$ cat src/rtl/instr_encoder_pkg.sv
// instr_encoder_pkg: instruction kinds, opcode/funct constants and encoder FSM state type
package instr_encoder_pkg;
    localparam logic [2:0] KIND_R    = 3'd0;
    localparam logic [2:0] KIND_ADDI = 3'd1;
    localparam logic [2:0] KIND_LW   = 3'd2;
    localparam logic [2:0] KIND_SW   = 3'd3;
    localparam logic [2:0] KIND_ANDI = 3'd4;
    localparam logic [2:0] KIND_BEQ  = 3'd5;
    localparam logic [2:0] KIND_JAL  = 3'd6;
    localparam logic [2:0] KIND_ILL  = 3'd7;
    localparam logic [5:0] OP_ADDI = 6'b001000;
    localparam logic [5:0] OP_LW   = 6'b100011;
    localparam logic [5:0] OP_SW   = 6'b101011;
    localparam logic [5:0] OP_ANDI = 6'b001100;
    localparam logic [5:0] OP_BEQ  = 6'b000100;
    localparam logic [5:0] OP_JAL  = 6'b000011;
    localparam logic [5:0] FN_ADD = 6'b100000;
    localparam logic [5:0] FN_SUB = 6'b100010;
    localparam logic [5:0] FN_AND = 6'b100100;
    localparam logic [5:0] FN_OR  = 6'b100101;
    localparam logic [5:0] FN_SLT = 6'b101010;
    typedef enum logic [1:0] {IDLE, ENCODE, WRITE, ERR} state_t;
endpackage

$ cat src/rtl/instr_word_build.sv
// instr_word_build: combinational mapping of captured instruction fields to {word, legal}
module instr_word_build import instr_encoder_pkg::*; (
    input  logic [2:0]  kind,
    input  logic [4:0]  rs,
    input  logic [4:0]  rt,
    input  logic [4:0]  rd,
    input  logic [4:0]  shamt,
    input  logic [5:0]  funct,
    input  logic [15:0] imm,
    input  logic [25:0] target,
    output logic [31:0] word,
    output logic        legal
);
    logic [5:0] op;
    logic       funct_ok;
    always_comb begin
        op = kind == KIND_ADDI ? OP_ADDI :
             kind == KIND_LW   ? OP_LW   :
             kind == KIND_SW   ? OP_SW   :
             kind == KIND_ANDI ? OP_ANDI :
             kind == KIND_BEQ  ? OP_BEQ  : 6'b000000;
        funct_ok = funct inside {FN_ADD, FN_SUB, FN_AND, FN_OR, FN_SLT};
        word = kind == KIND_R   ? {6'b000000, rs, rt, rd, shamt, funct} :
               kind == KIND_JAL ? {OP_JAL, target} : {op, rs, rt, imm};
        legal = kind == KIND_R ? funct_ok : kind != KIND_ILL;
    end
endmodule

$ cat src/rtl/instr_encoder.sv
// instr_encoder: captures instruction fields, encodes them and writes one word per request to instruction memory
module instr_encoder import instr_encoder_pkg::*; #(
    parameter int          COUNT_W    = 8,
    parameter logic [31:0] RESET_ADDR = 32'h0000_0000
) (
    input  logic               clk,
    input  logic               rst,
    input  logic               in_valid,
    output logic               in_ready,
    input  logic [2:0]         in_kind,
    input  logic [4:0]         in_rs,
    input  logic [4:0]         in_rt,
    input  logic [4:0]         in_rd,
    input  logic [4:0]         in_shamt,
    input  logic [5:0]         in_funct,
    input  logic [15:0]        in_imm,
    input  logic [25:0]        in_target,
    input  logic               load_start,
    input  logic [31:0]        start_addr,
    output logic               mem_we,
    output logic [31:0]        mem_addr,
    output logic [31:0]        mem_wdata,
    output logic               busy,
    output logic               error,
    output logic [COUNT_W-1:0] count
);
    state_t      state;
    logic [2:0]  kind_q;
    logic [4:0]  rs_q;
    logic [4:0]  rt_q;
    logic [4:0]  rd_q;
    logic [4:0]  shamt_q;
    logic [5:0]  funct_q;
    logic [15:0] imm_q;
    logic [25:0] target_q;
    logic [31:0] addr;
    logic [31:0] word;
    logic        legal;
    assign in_ready = state == IDLE && !load_start;
    assign busy     = state != IDLE;
    instr_word_build u_build (
        .kind   (kind_q),
        .rs     (rs_q),
        .rt     (rt_q),
        .rd     (rd_q),
        .shamt  (shamt_q),
        .funct  (funct_q),
        .imm    (imm_q),
        .target (target_q),
        .word   (word),
        .legal  (legal)
    );
    always_ff @(posedge clk or posedge rst) begin
        if (rst) begin
            state     <= IDLE;
            mem_we    <= 1'b0;
            mem_addr  <= RESET_ADDR;
            mem_wdata <= 32'd0;
            addr      <= RESET_ADDR;
            count     <= '0;
            error     <= 1'b0;
            kind_q    <= 3'd0;
            rs_q      <= 5'd0;
            rt_q      <= 5'd0;
            rd_q      <= 5'd0;
            shamt_q   <= 5'd0;
            funct_q   <= 6'd0;
            imm_q     <= 16'd0;
            target_q  <= 26'd0;
        end else begin
            mem_we <= 1'b0;
            case (state)
                IDLE: begin
                    if (load_start) begin
                        addr  <= start_addr & ~32'd3;
                        count <= '0;
                        error <= 1'b0;
                    end else if (in_valid) begin
                        kind_q   <= in_kind;
                        rs_q     <= in_rs;
                        rt_q     <= in_rt;
                        rd_q     <= in_rd;
                        shamt_q  <= in_shamt;
                        funct_q  <= in_funct;
                        imm_q    <= in_imm;
                        target_q <= in_target;
                        state    <= ENCODE;
                    end
                end
                ENCODE: begin
                    state <= legal ? WRITE : ERR;
                    if (legal) begin
                        mem_we    <= 1'b1;
                        mem_addr  <= addr;
                        mem_wdata <= word;
                    end
                end
                WRITE: begin
                    addr  <= addr + 32'd4;
                    count <= &count ? count : count + 1'b1;
                    state <= IDLE;
                end
                ERR: begin
                    error <= 1'b1;
                    state <= IDLE;
                end
                default: state <= IDLE;
            endcase
        end
    end
endmodule

$ cat config.mk
export PLATFORM = sky130hd
export DESIGN_NAME = instr_encoder
export DESIGN_NICKNAME = d
export VERILOG_FILES = /design/src/rtl/instr_encoder_pkg.sv /design/src/rtl/instr_word_build.sv /design/src/rtl/instr_encoder.sv
export SDC_FILE = /design/constraint.sdc
export NUM_CORES = 1
export LEC_CHECK = 0
export CELL_PAD_IN_SITES_DETAIL_PLACEMENT = 1
export CELL_PAD_IN_SITES_GLOBAL_PLACEMENT = 1
export CORE_MARGIN = 2
export CORE_UTILIZATION = 43
export DETAILED_ROUTE_END_ITERATION = 8
export PLACE_DENSITY = 0.95
export SYNTH_ARGS = -nofsm -noshare
export SYNTH_HDL_FRONTEND = slang
export SYNTH_HIERARCHICAL = 1
export SYNTH_SLANG_ARGS = --single-unit
$ cat constraint.sdc
create_clock -name clk -period 14.3 [get_ports clk]
set_input_delay 1.43 -clock clk [delete_from_list [all_inputs] [get_ports clk]]
set_output_delay 1.43 -clock clk [all_outputs]
set_load 0.01 [all_outputs]
; ---- After elaboration in Yosys (flattened, before gate mapping)
; Index checks and enable logic that the tools add are counted.
[word_totals]
ff_bits = 179
latch_bits = 0
ramBits = 0
romBits = 0
in_bits = 107
output_inout_bits = 76
elab_cells = 74
n_memories = 0
[classes]
addsub = 2
mul = 0
n_div = 0
magnitude_cmp = 0
eq_ne = 19
shift = 0
muxes = 21
n_bitwise = 1
reduce_logical = 16
[ops]
columns = cell, n
row1 = two-way mux 32 bit, 3
row2 = case mux 32 bit (2 select lines), 1
row3 = "adder 32 x 3 -> 32 bit, second input constant", 1
row4 = "equality test 6 bit, second input constant", 5
row5 = two-way mux 6 bit, 4
row6 = two-way mux 8 bit, 2
row7 = case mux 8 bit (2 select lines), 1
row8 = "equality test 3 bit, second input constant", 3
row9 = "adder 8 x 1 -> 8 bit, second input constant", 1
row10 = "inequality test 2 bit, second input constant", 4
row11 = AND reduction 2 bit, 4
row12 = AND reduction 8 bit, 1
row13 = "equality test 3 x 2 -> 1 bit, second input constant", 2
row14 = case mux 2 bit (3 select lines), 1
row15 = AND reduction 3 bit, 2
row16 = nonzero test 2 bit, 3
row17 = two-way mux 1 bit, 5
row18 = nonzero test 5 bit, 1
row19 = "equality test 2 bit, second input constant", 2
row20 = two-way mux 2 bit, 2
row21 = "equality test 3 x 1 -> 1 bit, second input constant", 1
row22 = zero test 3 bit, 1
row23 = two-way mux 3 bit, 1
row24 = "inequality test 3 bit, second input constant", 1
row25 = 7 further kinds, 7

; ---- Logic depth before layout (Yosys ltp)
; Gate-level depths: netlist (run 1).
[logic_depth]
ltp_word = 8
ltp_mapped = 8
mapped_depth_nobuf = 5

; ---- Hierarchy
; The synthesis (run 1) kept the hierarchy.
[modules_own_cells]
columns = mod, n_inst, cells_each, area_each_um2, seq_area_each_um2
row1 = instr_encoder, 1, 584, 7488.4, 4379.2
row2 = instr_word_build, 1, 119, 675.6, 0.0

; ---- Worst setup path after synthesis (run 1)
; No wires, ideal clock.
[synth_timing]
path_kind = in2out
from = input port load_start
to = output port in_ready
arrival_ns = 1.619
required_time_ns = 12.870
slack_ns = 11.251
cell_stages = 1
path_buffers = 0
path_cell_list = nor2_1
[synth_via]
elab_chain_len = 2
[synth_rtl]
columns = element, line
row1 = start: declaration, instr_encoder.sv:18  ; input logic load_start,
row2 = zero test 1 bit, instr_encoder.sv:39  ; assign in_ready = state == IDLE && !load_start;
row3 = logical AND 1 bit, instr_encoder.sv:39
row4 = end: declaration, instr_encoder.sv:9  ; output logic in_ready,
; Every way passes these cells.

; ---- Worst setup path in the final report (run 1)
; Ends and elaborated chain as after synthesis.

==> results summary, run 1 <==
The flow ran to the end, and the final reports show no timing, DRC or antenna violations. The synthesized flop and latch total is between 150 and 200. For this run, global-route usage on met1 was measured as 29.51%.

Dividing the detail-routed via count by the number of cells gives approximately 5.9. The global routing's busiest layer is met2. TritonCTS built the clock tree.

The reg-to-reg startpoint is kind_q[2]. The net switching power figure came out at around 840 uW. The area of placed instances is 10060 um^2. The via count of the first global-routing pass is slightly above 7000. The routability congestion estimate is around 0.82. The count of final max-slew check failures is 0. The share of total power dissipated in combinational logic is between 30% and 40%.

The final cell area excluding filler cells is 10680 um^2. The core region area came out at 18640 um^2. The worst hold path begins at mem_addr[22]. The remaining global-route overflow came out at 0. The post-route minimum period came out at approximately 4.4 ns.

The required time of the critical path came out at 12.87 ns. The number of warnings reported in the yosys synthesis log came out at 6. The endpoint of the worst hold-timing path is mem_addr[22].

The length in cells of the worst reg-to-reg path came out at 7. In the layout the commonest cells are clkdlybuf4s50_1 (178), dfrtp_1 (175), mux2_2 (134). The number of instances in the synthesized netlist came out at 703. The fraction of the yosys area taken by sequential cells is between 50% and 60%. Clock skew on the completed layout was measured at 0.01282 ns. The post-detailed-route wirelength per cell is 22.43 um. In this run the cell area of the synthesized design comes to ~8000 um^2. The fill cell total of the finished layout came out at 1907.

The total negative setup slack is 0 ns. The most common cell after layout, fill and taps aside is clkdlybuf4s50_1. The static leakage came out at approximately 4.3 nW. For this design the top-level I/O count stands at 183. The clock network power share came out at a little over a fifth. The first global-routing pass estimated approximately 39 mm of wire.

After synthesis, the netlist uses 62 different library cells. The peak fanout along the critical path is 13. The final net count came out at between 900 and 1000. The layout overhead on the synthesized area is 30.87%. The die covers roughly 20000 um^2. The number of standard-cell rows in the floorplan came out at 50. The maximum number of pins on one net before global-route repair came out at roughly 110. The area used by multi-input combinational logic is around 3500 um^2. The effective utilization at floorplan is between 40% and 50%.

The post-synthesis compound-gate area fraction came out at between 9 and 10%. The overall power is between 2 and 2.5 mW. The die width came out at 141.8 um. For this block, the initial DRC count from the detailed router was roughly 400. In this run the clock root is driven by a clkbuf_16. The final wirelength is approximately 25 mm. After synthesis, the largest family of logic cells by area is multiplexers. The die height is 141.8 um. The achievable clock frequency came out at around 230 MHz. The internal power of the cells totals 1.480 mW. The maximum count of clock buffers along a single path is 2. The clock transition at the register clock pins on the worst setup and hold paths after CTS came out at 0.06 ns. The total power density per cell area is roughly 220 nW/um^2.

The worst setup path is captured at an output pin. Setup repair after global routing left no endpoint under its margin. The setup check on the worst reg-to-reg path leaves a slack of 11.00 ns. The total DRC errors in the routed layout came out at 0.

The clock net in this run drives a total of approximately 180 sinks. In this run, flip-flops and latches consume between 40% and 50% of the power. In this run the critical register-to-register path is captured at mem_addr[7].

The global-route met2 utilization is 45.66%. After Yosys synthesis, full adders, half adders and majority gates account for less than 1% of the synthesized area. The met3 global-route usage is 6.345%. Measured against its own limit, the worst slew margin works out to about 12%. The number of H-tree levels is 4.

The xor and xnor area share after synthesis came out at less than 1%. The async set-or-reset flop fraction in the synthesized netlist came out at 100.0%. In this run, synthesis inferred 0 flip-flops with an integrated enable. The critical path launch point type is an input pin. The worst hold path cell count came out at 1.

The maximum vdd ir drop is roughly 110 uV. In this run the remaining antenna-violating nets after routing total 0. The worst min-delay path category is register to register.

The number of instances resized during post-cts repair is 0. The count of hold buffers inserted by post-cts repair is 0. The arrival time at the worst endpoint came out at just under 3 ns.

The ratio of cells with drive above 1 in the final layout came out at roughly a quarter. The pre-antenna-repair detailed-routing pass consisted of 6 iterations. The path type of the worst setup path is input pin to output pin. The count of final hold-check violations came to 0. The average instance area after synthesis came out at 11.61 um^2. The synthesized netlist devotes approximately 15% of its cell area to simple gates.

The clock buffer count from CTS came out at 17. After clock tree synthesis, the setup repair step added 0 buffers. The number of buffers inserted by port buffering came out at roughly 180.

The clock latency of the later-clocked register in the worst-skew pair is approximately 0.44 ns. The switching power share of the total is between 30% and 40%. The most used flip-flop cell after synthesis is dfrtp_1.

The number of antenna violations at the first check in global routing came to 2. Summing all flip-flop and latch instances after layout gives about 4400 um^2. The hold slack came out at ~0.51 ns. The final setup violation count is 0. The global-route total usage across every layer came out at between 20% and 30%.

The number of maximum-capacitance violations came out at 0. The measured slew at the worst slew-check pin came out at around 1.3 ns. The placed wire-length estimate after detailed placement came out at ~17 mm. The routed via count is between 6000 and 7000.

The final cycle utilization of the critical path is 30.69%. Measured against the total synthesized area, the mux share comes to a little under a fifth.
-- critical path, cell delays in order --
cell             delay [ns]
clkdlybuf4s50_1        0.66
nor2_1                 0.25
clkdlybuf4s50_1        0.62
-- synth_stat cells, types with 3 or more instances --
library cell	count	share of area [%]
nand2b_1	3	0.23
or3_1	5	0.38
nand2_1	93	4.3
nor3b_1	9	0.83
o31ai_1	4	0.37
nor2b_1	5	0.38
mux2_2	134	18
o22ai_1	3	0.23
nor2_2	10	0.77
o211ai_1	8	0.74
clkbuf_1	24	1.1
and2_1	4	0.31
and3_1	4	0.31
or4_1	10	0.92
dfrtp_1	175	54
o311ai_0	6	0.64
nor2_1	26	1.2
buf_2	13	0.80
o22a_1	5	0.54
buf_4	4	0.37
a41oi_1	6	0.64
a31oi_2	10	1.5
nor3_1	7	0.43
a211oi_1	5	0.46
inv_1	7	0.32
a21oi_1	18	1.1
buf_6	6	0.83
o21ai_0	4	0.25
a31oi_1	8	0.61
nand3_1	28	1.7
nand4_1	11	0.84
nor4_1	9	0.69
-- stage by stage --
step | cells | setup slack [ns] | utilization, %
6_report | 1109 | 9.911 | 57.31
3_5_place_dp | 1076 | 9.927 | 53.96
4_1_cts | 1108 | 9.947 | 57.30
2_1_floorplan | 704 | 8.125 | -
3_3_place_gp | 1076 | 9.982 | 53.96
5_1_grt | 1108 | 9.879 | 57.30
-- metal layers --
metal	vias to the layer above	share of wire, %
met5	-	0.052
met4	2	2.3
met3	51	6.0
met2	218	53
met1	3358	39
li1	2862	-
-- cells by family (layout without fill, tap and decap cells) --
family | after synthesis | count (layout)
compound gates | 95 | 95
simple gates | 236 | 236
fa+ha+maj | 2 | 2
mux | 136 | 136
flops | 175 | 175
xor+xnor | 2 | 2
other cells | 2 | 4
buf+inv | 55 | 225
-- cell type report --
type / instances / share of cell area [%]
Sequential cell: 175 / 40.99
Multi-Input combinational cell: 474 / 32.90
Timing Repair Buffer: 186 / 17.24
Clock buffer: 19 / 4.239
Tap cell: 234 / 2.740
Clock inverter: 13 / 1.581
Inverter: 7 / 0.2928
Antenna cell: 1 / 0.02342
-- worst max-delay path by stage --
| stage | from | to | slack [ns] | cells past startpoint |
|---|---|---|---|---|
| 2_1_floorplan | rst | addr[10] | 8.12 | 1 |
| 3_3_place_gp | load_start | in_ready | 9.98 | 3 |
| 3_5_place_dp | load_start | in_ready | 9.93 | 3 |
| 4_1_cts | load_start | in_ready | 9.95 | 3 |
| 5_1_grt | load_start | in_ready | 9.88 | 3 |
| 6_report | load_start | in_ready | 9.91 | 3 |
-- power groups by stage --
stage               Combinational, mW  Sequential [mW]  Clock [mW]
floorplan                       0.521            0.899           0
global placement                0.837            0.905           0
detailed placement              0.890            0.930           0
CTS                             0.903            0.928       0.501
global route                    0.965            0.962       0.523
finish                          0.899            0.929       0.496
-- state kept, by name (all words and copies together) (netlist names) --
name	count
rs_q	5
addr	30
mem_addr	30
mem_we	1
rt_q	5
rd_q	5
imm_q	16
count	8
funct_q	6
state	2
kind_q	3
shamt_q	5
target_q	26
mem_wdata	32
error	1
Note: power is estimated with default switching activity, not from simulation.
==> run 2: changes to the inputs <==
Settings changed: CORE_UTILIZATION 43 to 36, PLACE_DENSITY 0.95 to 0.87.
Clock period 14.3 ns to 3.81 ns, I/O delays scaled along.
==> results summary, run 2 (same netlist as run 1, synthesis figures left out) <==
The number of maximum-capacitance violations came out at 0. The ratio of cells with drive above 1 in the final layout is about a quarter. The final cell area excluding filler cells is ~11000 um^2. The die height came out at ~150 um. The number of standard-cell rows in the floorplan is between 50 and 60. The final wirelength came out at roughly 24 mm.

The count of nets left with antenna violations once routing finished came out at 0. The number of H-tree levels came out at 4. The total DRC errors in the routed layout came out at 0. The completed layout was analyzed and its total power is approximately 8.6 mW. The count of TritonRoute iterations in the first routing pass came out at 6. The maximum number of pins on one net before global-route repair came out at between 100 and 150. Headroom to the max-slew limit came out at a little over a fifth. The achievable clock frequency came out at 380.2 MHz.

The number of setup buffers added after CTS is 0. The final antenna diode count came out at 0. The worst min-delay path category is input pin to asynchronous set/reset pin. The number of antenna violations at the first check in global routing is 0. The clock buffer count from CTS is 17. The worst setup path is captured at a register. During I/O placement, the number of pins put on the boundary was approximately 180.

The slowest cell on the critical path is dfrtp_1. Setup repair after global routing left no endpoint under its margin. After detailed placement, the total cell area comes to just over 10000 um^2. The final core area utilization is 48.19%. In the routed layout, each cell is associated on average with a via count of about 5.5. The flip-flop count of the largest register after layout came out at 32.

TritonCTS built the clock tree. The number of instances resized during post-cts repair is 0. The final setup violation count is 0.

The run finished with clean final reports. The tree is rooted in a clkbuf_16. The placed wire-length estimate after detailed placement came out at approximately 17 mm. The final net count came out at between 900 and 1000.

The arrival time at the worst endpoint is 2.95 ns. After detailed routing, the average wire length per cell comes to about 21 um. The most common cell after layout, fill and taps aside is clkdlybuf4s50_1. The number of sinks on the clock net came out at 175. The smallest clock period supported by the final layout is computed as around 2.6 ns.

The peak fanout along the critical path is 21. At the later pin of the worst-skew pair, clock insertion delay measures 0.44 ns. The top cell types in the final layout, fill and taps aside, are clkdlybuf4s50_1 (178), dfrtp_1 (175), mux2_2 (134).

The effective utilization at floorplan is between 30% and 40%. The via count of the first global-routing pass came out at 7053. The measured slew at the worst slew-check pin is roughly 1.2 ns. The die is roughly 150 um wide. The die area came out at 23900 um^2.

The static leakage is about 4.3 nW. Global routing used roughly a fifth of the available tracks across all layers. The post-route clock skew is ~0.017 ns.

The maximum count of clock buffers along a single path is 2. The area growth from synthesis to layout is 32.43%. Walking the worst path, the cells encountered are or2_2 -> nor2_1 -> and2_2 -> buf_4 -> mux2_2. The final cycle utilization of the critical path came out at slightly below 70%. The biggest cell delay along the critical path came out at 0.64 ns.

After floorplanning, the core was sized to cover ~22000 um^2. In the final layout, the registers with the most flip-flops are mem_wdata: 32 flops, addr: 30 flops, mem_addr: 30 flops. The iteration-0 DRC count of the detailed router is ~420.

The required time of the critical path came out at slightly above 4 ns. The path type of the worst setup path is register to register. The total negative setup slack came out at 0 ns. The first-pass GRT wire length is 38.96 mm. The count of final hold-check violations is 0. The number of buffers inserted by port buffering came out at approximately 180. The routability congestion estimate is 0.8298. The clock transition at the register clock pins on the worst setup and hold paths after CTS is around 0.070 ns. The register with the most flip-flops in the final layout is mem_wdata. The hold slack is approximately 0.25 ns. The total power density per cell area came out at about 800 nW/um^2.

The routed via count is between 6000 and 7000. The remaining global-route overflow is 0. The maximum vdd ir drop came out at around 330 uV. The count of final max-slew check failures came out at 0. The critical path launch point type is a register.

The count of hold buffers inserted by post-cts repair came out at 0.
## run 2: cell count changes in the layout (fill, tap and decap cells not counted), sizes merged
cell | previous run | this run
buf | 8 | 12
clkinv | 2 | 5
bufinv | 2 | 0
clkbuf | 19 | 17
inv | 14 | 16
clkinvlp | 2 | 1
diode | 1 | 0
## run 2: metal layers
layer,routed length [um],up-vias,global-route usage (%)
met3,1894,30,7.229
met4,363,0,5.203
met5,0,-,0
met1,9525,3258,23.98
li1,-,2876,-
met2,12520,206,37.31
## run 2: final cells by class
cell class,count,area (um^2)
fillers,2367,11620
flip-flops and latches,175,4379
multi-input cells,474,3520
repair buffers,190,1922
clock buffers,17,425.4
well taps,285,356.6
clock inverters,15,178.9
inverters,7,30.03
## run 2: power breakdown
group	leakage (nW)	internal (mW)	switching (mW)
Sequential	2.07	2.72	0.702
Combinational	1.96	1.83	1.55
Clock	0.297	0.896	0.902
Total	4.33	5.44	3.15
## run 2: final timing paths
| path | from | endpoint | slack, ns | cells past startpoint |
|---|---|---|---|---|
| worst max register to register | state[0] | shamt_q[4] | 1.18 | 5 |
| min in group clk | mem_addr[20] | mem_addr[20] | 0.51 | 1 |
| worst max-delay path | state[0] | shamt_q[4] | 1.18 | 5 |
| worst min-delay path | rst | addr[16] | 0.25 | 2 |
| worst min register to register | mem_addr[20] | mem_addr[20] | 0.51 | 1 |
| max in group asynchronous | rst | rt_q[0] | 2.67 | 3 |
## run 2: stage by stage
step                      setup slack (ns)  cells
after CTS                            1.126   1163
after global routing                 1.020   1163
after floorplan                      1.190    704
after global placement               1.129   1131
final                                1.180   1163
after detailed placement             1.054   1131
## run 2: worst max-delay path, delay by kind of cell, from the launching register on
family | cells | cell delay, ns
and+or+nand+nor | 3 | 1.13
DFF | 1 | 0.64
buffers and inverters | 1 | 0.37
muxes | 1 | 0.37
==> run 3: changes to the inputs <==
Clock period 3.81 ns to 2.3 ns, I/O delays scaled along.
==> results summary, run 3 (same netlist as run 1, synthesis figures left out) <==
Clock tree synthesis inserted a total of 17 buffers. The total power density per cell area is about 1300 nW/um^2. The post-route clock skew is 0.01190 ns. The final wirelength came out at 23.68 mm. The run finished with clean final reports. The final antenna-violating net count came out at 0. The repair_antennas step left the layout with diodes totalling 0.

The flip-flop count of the largest register after layout came out at 32. STA classifies the critical path endpoint as a register. The number of sinks on the clock net came out at roughly 180. The overall power is about 14 mW.

The routed via count is ~6400. Data arrives at the worst endpoint at around 2.5 ns. Dividing the detail-routed wire length by the instance count gives 19.93 um. The final net count is around 1000. The core region area is about 22000 um^2.

The final core area utilization came out at 49.08%. TritonCTS built the clock tree. The via count of the first global-routing pass is 7025. Once routing completed, OpenROAD measured the worst setup slack at 0.1453 ns. The number of maximum-capacitance violations came out at 0. The die width came out at between 150 and 200 um. The first-pass GRT wire length came out at about 38 mm. The number of standard-cell rows in the floorplan is between 50 and 60. The number of antenna violations at the first check in global routing came out at 0. Measured against its own limit, the worst slew margin works out to ~64%. The number of buffers inserted by port buffering is approximately 180. The placed wire-length estimate after detailed placement is about 17 mm. In this run the static leakage power is ~4.4 nW. The peak fanout along the critical path is 6. The first detailed-routing pass took 5 iterations. The tree is rooted in a clkbuf_16. The maximum vdd ir drop came out at between 500 and 600 uV. The final critical path takes up between 90% and 100% of the cycle. The number of vias per cell is between 5 and 6. The largest registers in the layout are mem_wdata: 32 flops, addr: 30 flops, mem_addr: 30 flops. Of the cells placed in the final design, the portion with a size suffix greater than 1 is 26.14%. The iteration-0 DRC count of the detailed router came out at slightly above 400. Leaving out fill and tap cells, the most frequent cells in the layout are clkdlybuf4s50_1 (178), dfrtp_1 (175), mux2_2 (134). The fill cell total of the finished layout came out at 2377.

The count of final max-slew check failures is 0. The global-route total usage across every layer is approximately a fifth. The worst min-delay path category is input pin to asynchronous set/reset pin. The required time of the critical path came out at approximately 2.6 ns.

At the placement stage, the worst setup path has a slack of 0.1797 ns. The achievable clock frequency came out at approximately 460 MHz. The remaining global-route overflow is 0. After clock tree synthesis, the setup repair step added 0 buffers. From synthesis to final layout, the design area changed by 34.87%. The total DRC errors in the routed layout came out at 0.

The H-tree was split into 4 levels. The clock transition at the register clock pins on the worst setup and hold paths after CTS came out at roughly 0.080 ns. The effective utilization at floorplan came out at 36.39%. STA classifies the critical path startpoint as a register. The area of placed instances is around 10000 um^2. The register with the most flip-flops is mem_wdata. The clock latency of the later-clocked register in the worst-skew pair is ~0.44 ns. The final setup violation count came out at 0.

The final cell area excluding filler cells came out at around 11000 um^2. The post-route minimum period is between 2 and 2.5 ns. Entering global routing, the biggest net connects 92 pins. The routability congestion estimate is around 0.85. The path type of the worst setup path is register to register. Adding up every negative setup slack in the final design gives 0 ns. Setup repair after global routing left no endpoint under its margin. The die area is 23900 um^2.

The maximum count of clock buffers along a single path is 2. The measured slew at the worst slew-check pin came out at between 0.5 and 0.6 ns. The most common cell after layout, fill and taps aside is clkdlybuf4s50_1.

The die height came out at about 150 um. The number of placed I/O pins is 183. The count of final hold-check violations was 0.
run 3: changes by cell type in the layout (fill, tap and decap cells not counted), sizes merged:
cell / previous run / this run
inv: 16 / 13
buf: 12 / 37
clkinv: 5 / 6
clkbuf: 17 / 18
clkinvlp: 1 / 2
run 3: layout make-up:
cell class | instances | area [um^2] | share of cell area [%]
Sequential cell | 175 | 4379 | 39.77
Timing Repair Buffer | 215 | 2147 | 19.50
Multi-Input combinational cell | 474 | 3522 | 31.99
Tap cell | 285 | 356.6 | 3.239
Inverter | 7 | 30.03 | 0.2727
Clock inverter | 14 | 146.4 | 1.330
Clock buffer | 18 | 429.2 | 3.898
run 3: timing repair:
| action | 4_1_cts | 5_1_grt |
|---|---|---|
| hold buffers | 0 | 0 |
| gates resized for setup | 0 | 1 |
| setup endpoints to repair | 0 | 1 |
| endpoints found under the hold margin | 0 | 0 |
run 3: worst max-delay path: stages (launching register included):
cell     delay, ns
dfrtp_1       0.46
ha_1          0.26
and2_0        0.39
nand3_1       0.24
or4_1         0.53
nor3b_1       0.15
run 3: metrics by stage:
| stage | hold WS, ns | instances |
|---|---|---|
| floorplan | 0.3457 | 704 |
| finish | 0.2914 | 1188 |
| global route | 0.3384 | 1188 |
| detailed placement | 0.4945 | 1156 |
| CTS | 0.3309 | 1188 |
| global placement | 0.4874 | 1156 |
run 3: path summary, 6_finish.rpt:
path,from,end,slack (ns),cells after the start
max in group asynchronous,rst,target_q[18],1.59,3
max reg2reg,addr[2],addr[20],0.15,5
min,rst,mem_addr[18],0.29,3
max,addr[2],addr[20],0.15,5
min in group clk,start_addr[18],addr[18],0.36,3
min reg2reg,mem_addr[17],mem_addr[17],0.51,1
run 3: where the power goes:
part	leakage, nW	switching, mW	internal [mW]
registers	2.07	1.05	4.51
logic	2.10	2.71	3.23
clock network	0.279	1.40	1.45
total	4.45	5.15	9.19
run 3: routing by layer:
layer	global-route usage, %	vias to the layer above	part of all wire, %
met3	7.397	26	8.8
met1	24.30	3278	40
met2	35.59	223	50
met4	5.379	0	1.1
li1	-	2904	-
met5	0	-	0
